--- src/rtl/regfile_mp_sb.sv ---
// regfile_mp_sb: parametrised register file with NUM_RD combinational read
// ports, one synchronous writeback port, a dedicated PC register (PC_IDX)
// with its own update port, and a per-register busy scoreboard with a sticky
// error flag for double reservations and unexpected writebacks.
// Optional feature: define REGFILE_BYPASS_EN for same-cycle write-through
// forwarding of wr_data / pc_in onto the read ports.
module regfile_mp_sb #(
   parameter int DATA_W   = 16,
   parameter int NUM_REGS = 8,
   parameter int ADDR_W   = 3,
   parameter int NUM_RD   = 2,
   parameter int PC_IDX   = NUM_REGS - 1
) (
   input  logic                       clk,
   input  logic                       reset,
   input  logic                       wr_en,
   input  logic [ADDR_W-1:0]          wr_addr,
   input  logic [DATA_W-1:0]          wr_data,
   input  logic [NUM_RD*ADDR_W-1:0]   rd_addr,
   output logic [NUM_RD*DATA_W-1:0]   rd_data,
   output logic [NUM_RD-1:0]          rd_ready,
   input  logic                       rsv_en,
   input  logic [ADDR_W-1:0]          rsv_addr,
   input  logic                       pc_we,
   input  logic [DATA_W-1:0]          pc_in,
   output logic [DATA_W-1:0]          pc_out,
   output logic [NUM_REGS-1:0]        busy,
   output logic                       sb_err
);

   localparam logic [ADDR_W-1:0] PC_ADDR = ADDR_W'(PC_IDX);

   logic [DATA_W-1:0]   regs [NUM_REGS];
   logic [NUM_REGS-1:0] set_vec;
   logic [NUM_REGS-1:0] clr_vec;
   logic                pc_wr_hit;
   logic                err_double;
   logic                err_unexp;

   // Decode reservation / writeback into per-register set and clear strobes.
   always_comb begin
      // NOTE: every combinational output gets a default first so no path
      // leaves it unassigned, which would otherwise infer a latch.
      set_vec = '0;
      clr_vec = '0;
      if (rsv_en) set_vec[rsv_addr] = 1'b1;
      if (wr_en)  clr_vec[wr_addr]  = 1'b1;
   end

   // A writeback to the PC register takes priority over sequential fetch.
   assign pc_wr_hit  = wr_en && (wr_addr == PC_ADDR);

   // Double reservation: reserving a busy register that is not retiring now.
   assign err_double = rsv_en && busy[rsv_addr] && !clr_vec[rsv_addr];

   // Unexpected writeback: writing a non-PC register with nothing pending.
   assign err_unexp  = wr_en && !busy[wr_addr] && (wr_addr != PC_ADDR);

   // Register array, scoreboard and sticky error flag update.
   always_ff @(posedge clk) begin
      // NOTE: sequential state uses non-blocking assignments only, so every
      // right-hand side sees the pre-edge value regardless of statement order.
      if (reset) begin
         // NOTE: the array is cleared on reset because reads must return
         // zero right after reset; this costs a reset net per storage bit.
         for (int r = 0; r < NUM_REGS; r++) regs[r] <= '0;
         busy   <= '0;
         sb_err <= 1'b0;
      end else begin
         if (wr_en) regs[wr_addr] <= wr_data;
         if (pc_we && !pc_wr_hit) regs[PC_ADDR] <= pc_in;
         // Set wins over clear: an old write retires while a new one issues.
         busy   <= (busy & ~clr_vec) | set_vec;
         sb_err <= sb_err | err_double | err_unexp;
      end
   end

   assign pc_out = regs[PC_ADDR];

   // Independent read ports; each may address any register.
   for (genvar i = 0; i < NUM_RD; i++) begin : g_rd
      logic [ADDR_W-1:0] ra;
      logic [DATA_W-1:0] data;
      logic              rdy;

      assign ra = rd_addr[i*ADDR_W +: ADDR_W];

      // Select stored contents, optionally overridden by same-cycle writes.
      always_comb begin
         data = regs[ra];
         rdy  = ~busy[ra];
`ifdef REGFILE_BYPASS_EN
         if (wr_en && (wr_addr == ra)) begin
            data = wr_data;
            rdy  = 1'b1;
         end else if (pc_we && (ra == PC_ADDR)) begin
            // Reached only without a same-cycle writeback to the PC.
            data = pc_in;
         end
`endif
      end

      assign rd_data[i*DATA_W +: DATA_W] = data;
      assign rd_ready[i]                 = rdy;
   end

endmodule

--- config.mk ---
export PLATFORM = sky130hd
export DESIGN_NAME = regfile_mp_sb
export DESIGN_NICKNAME = d
export VERILOG_FILES = /design/src/rtl/regfile_mp_sb.sv
export SDC_FILE = /design/constraint.sdc
export NUM_CORES = 1
export LEC_CHECK = 0
export ABC_AREA = 0
export CORE_UTILIZATION = 50
export CTS_BUF_LIST = sky130_fd_sc_hd__clkbuf_2
export CTS_CLUSTER_DIAMETER = 30
export DETAILED_ROUTE_END_ITERATION = 10
export PLACE_DENSITY = 0.82
export SYNTH_ARGS = -nofsm -noshare
export SYNTH_HDL_FRONTEND = slang
export SYNTH_SLANG_ARGS = --single-unit
--- constraint.sdc ---
create_clock -name clk -period 2.66 [get_ports clk]
set_input_delay 0.532 -clock clk [delete_from_list [all_inputs] [get_ports clk]]
set_output_delay 0.532 -clock clk [all_outputs]
set_load 0.05 [all_outputs]
After elaboration in Yosys (flattened, before gate mapping)
Memory sizes are Yosys's and may differ from the RTL's.
Index checks and enable logic that the tools add are counted.
- output and inout bits: 59
- input bits: 49
- register bits after elaboration: 9
- memories kept: 1
- memory bits (writable): 128
- muxes and demuxes: 28
- reduce and logical (&&, ||, !) cells: 12
- magnitude comparators: 6
- bitwise logic cells: 8
- equal/unequal tests: 2
- memories (name ; words ; bits a word ; read ports ; clocked after memory_dff ; write ports ; line ; RTL):
    regs ; 8 ; 16 ; 3 ; 0 ; 8 ; 33 ; logic [DATA_W-1:0] regs [NUM_REGS];
- operator list (operator ; number):
    two-way mux 16 bit ; 2
    < comparator 3 x 4 -> 1 bit, second input constant ; 4
    two-way mux 1 bit ; 16
    two-way mux 8 bit ; 2
    OR reduction 16 bit ; 1
    binary-select mux 1 bit (select 3 bit) ; 5
    bitwise AND 8 bit ; 1
    logical AND 1 bit ; 8
    NOT 8 bit ; 1
    OR 8 bit ; 1
    demux 1 bit (select 3 bit) ; 2
    >= comparator 3 x 1 -> 1 bit, second input constant ; 2
    == test 3 bit, second input constant ; 1
    zero test 1 bit ; 3
    two-way mux 3 bit ; 1
    inequality test 3 bit, second input constant ; 1
    OR 1 bit ; 3
    NOT 1 bit ; 2

Logic depth before layout (Yosys ltp)
- depth after elaboration: 11
- depth in mapped cells: 6
- gate-level depth less buffers: 4

Worst setup path before layout
No wires, ideal clock.
- kind: input -> output
- start point: input port rd_addr[1]
- end point: output port rd_data[0]
- slack: 0.378 ns
- path buffers: 2
- arrival: 1.750 ns
- stages on the path: 4
- required time: 2.128 ns
- path through: clkbuf_1 clkbuf_1 mux4_1 mux2_2
- word-level cells in the longest chain between the ends: 1
- ends and longest elaborated chain (element ; line ; RTL):
    from (decl) ; 19 ; input logic [NUM_RD*ADDR_W-1:0] rd_addr,
    memory read (8 x 16 bit) ; -- ;
    to (decl) ; 20 ; output logic [NUM_RD*DATA_W-1:0] rd_data,
No other way between the ends.

==> summary.txt <==
Die
  • Core area: 15200 um2
  • Die H: 126.6 um
  • Initial core utilization: 0.5109
  • Io pins: 108
  • Row count: 45
  • Die ar.: 16040 um2
  • Die width: 126.6 um

Clock network
  • Worst skew pair latency: 0.67 ns
  • Clock Path Buffers: 2
  • CTS Root Cell: clkbuf_2
  • CTS tree: yes
  • Hold_buf cts: 0
  • Reg clk slew, reported paths: 0.18 ns
  • Cts bufs inserted: 17
  • TritonCTS Sinks: 137
  • H-tree depth: 4

Cells and area
  • Fin cells: 805
  • Most frequent cells in the layout: 128 x edfxtp_1, 113 x and2_1, 69 x clkdlybuf4s50_1, 46 x mux4_2, 34 x buf_4
  • Final core occ: 0.6315
  • Fillers: 1135
  • Synth-to-Final Area Change: 23.62%
  • Leading cell type in the layout, fill and taps excluded: edfxtp_1
  • Fraction of layout cells with a size suffix above 1: 0.3458
  • Nets@finish: 652

Placed design
  • Placed cells: 756
  • I/O Buffers: 107
  • Routability cong.: 0.7640
  • HPWL after detailed placement: 11990 um

Setup path
  • CP max FO: 3
  • Crit end category: primary output
  • Arrival time worst endpoint: 2.08 ns
  • Crit start category: flop
  • WS Path Type: reg -> out
  • WP data required: 2.13 ns

STA
  • Worst slew margin: 0.3413
  • Max Fclk: 382.4 MHz
  • Final Max Slew Viols: 0
  • Worst-margin pin slew: 0.9870 ns
  • Min Hold Slack: 0.5160 ns
  • Count of final setup violators: 0
  • Clock period minus worst slack: 2.615 ns
  • Setup repair after global routing missed its margin: yes
  • Setup Skew: 0.004598 ns
  • Final setup TNS: 0 ns
  • Count of final hold-check violations: 0
  • Tcrit/Tclk final: 0.9830

Global routing
  • Vias in the first global route: 5275
  • First-pass GRT wire length: 29370 um
  • Initial antenna violation count: 1
  • Overflow after GRT: 0
  • Pin count of the biggest net entering global routing: 35
  • Overall Global Routing Usage: 0.2538

Synth
  • Compound-cell area share of the yosys netlist: 0.03689
  • Top FF cell, synth: edfxtp_1
  • Post-Synth Simple-Gate Area: 0.1176
  • Syn avg cell area: 16.56 um2
  • Syn_nets: 518
  • Synth Register Bits: 137
  • Sequential area share after synthesis: 0.5181
  • Adder-Cell Fraction of Synth Area: 0
  • Xor and xnor area share after synthesis: 0.003383
  • EDFF count, synth: 128
  • Mux share of post-synthesis cell area: 0.2905
  • Yosys cell types: 39
  • Yosys synthesis warning count: 0
  • Syn Inst Count: 469
  • Netlist Area Pre-Place: 7766 um2
  • Synth async-reset ratio: 0
  • Largest family of logic cells by synthesized area: multiplexers

Pwr
  • Max IR drop VDD: 250.6 uV
  • Power Density: 541.8 nW/um2
  • Total Power: 5.201 mW
  • Static leakage: 3.616 nW

Flow run
  • Max_cap viols: 0

Routing
  • Total Routed Length: 19710 um
  • First drt pass iteration count: 6
  • Routed via count: 4936
  • WL/cell: 24.48 um
  • Drt initial violations: 386
  • Drt drc: 0
  • ANT nets after route: 0
  • Vias/cell: 6.132

Worst hold path
  • Hold WC Path Type: reg -> reg

Status
  • Run status: complete, no violations
logic make-up (layout without fill, tap and decap cells):
group	count (synthesis)	after routing
AO/OA/AOI/OAI	35	35
XOR/XNOR	3	3
buffers and inverters	46	193
flip-flops	137	137
multiplexers	107	107
other	0	1
AND/OR/NAND/NOR	141	141
registers in the layout (all words and copies together), names as in the netlist:
signal,cells
busy,8
regs,128
sb_err,1
what timing repair did:
item / in CTS / in global routing
cloned: 1 / 0
setup buffers: 5 / 10
resized for setup: 29 / 88
pin swaps: 0 / 0
endpoints found under the setup margin: 17 / 33
metrics by stage:
stage          cell area [um2]  setup WS (ns)
2_1_floorplan             7766         0.3775
3_3_place_gp              9139        0.03395
3_5_place_dp              9139       -0.01412
4_1_cts                   9449      0.0006199
5_1_grt                   9600       -0.05958
6_report                  9600        0.04515
cells in the mapped netlist, types with 5 or more instances:
cell,n,share of area
edfxtp_1,128,0.49
and2_1,113,0.091
mux4_1,68,0.23
mux2_2,33,0.048
a22o_1,16,0.018
clkbuf_1,15,0.0072
dfxtp_1,9,0.023
inv_1,9,0.0043
buf_6,8,0.012
buf_4,5,0.0048
nand2_1,5,0.0024
nand2b_1,5,0.0040
critical path, stage by stage (launching register included):
cell	delay, ns
edfxtp_1	0.47
mux4_1	0.49
mux2_4	0.30
buf_6	0.16
path summary, 6_finish.rpt:
check                              endpoint  cells past startpoint         from  slack, ns
worst min-delay path                busy[5]                      2      busy[5]       0.52
worst max-delay path            rd_data[30]                      3  regs[7][14]       0.05
worst min register to register      busy[5]                      2      busy[5]       0.52
worst max register to register       sb_err                      5      busy[2]       1.31
layer usage:
layer  wire length (um)  vias to the layer above  track usage
met3               1451                       36      0.05356
li1                   -                     2134            -
met1               7511                     2509       0.3075
met4                469                        0      0.09851
met2              10270                      257       0.4459
met5                  0                        -            0
where the power goes:
part	internal (mW)	total, mW	switching (mW)
combinational	0.640	1.38	0.741
clock	0.524	1.23	0.710
sequential	2.50	2.59	0.0843
total	3.67	5.20	1.54
cell type report:
class | instances | area, um2 | share of cell area
clock buffers | 21 | 105.1 | 0.01095
multi-input cells | 286 | 3403 | 0.3545
clock inverters | 11 | 128.9 | 0.01342
repair buffers | 152 | 1648 | 0.1716
inverters | 9 | 33.78 | 0.003519
flip-flops and latches | 137 | 4044 | 0.4212
well taps | 188 | 235.2 | 0.02450
diodes | 1 | 2.502 | 0.0002607
Power figures use the tool's default switching activity.
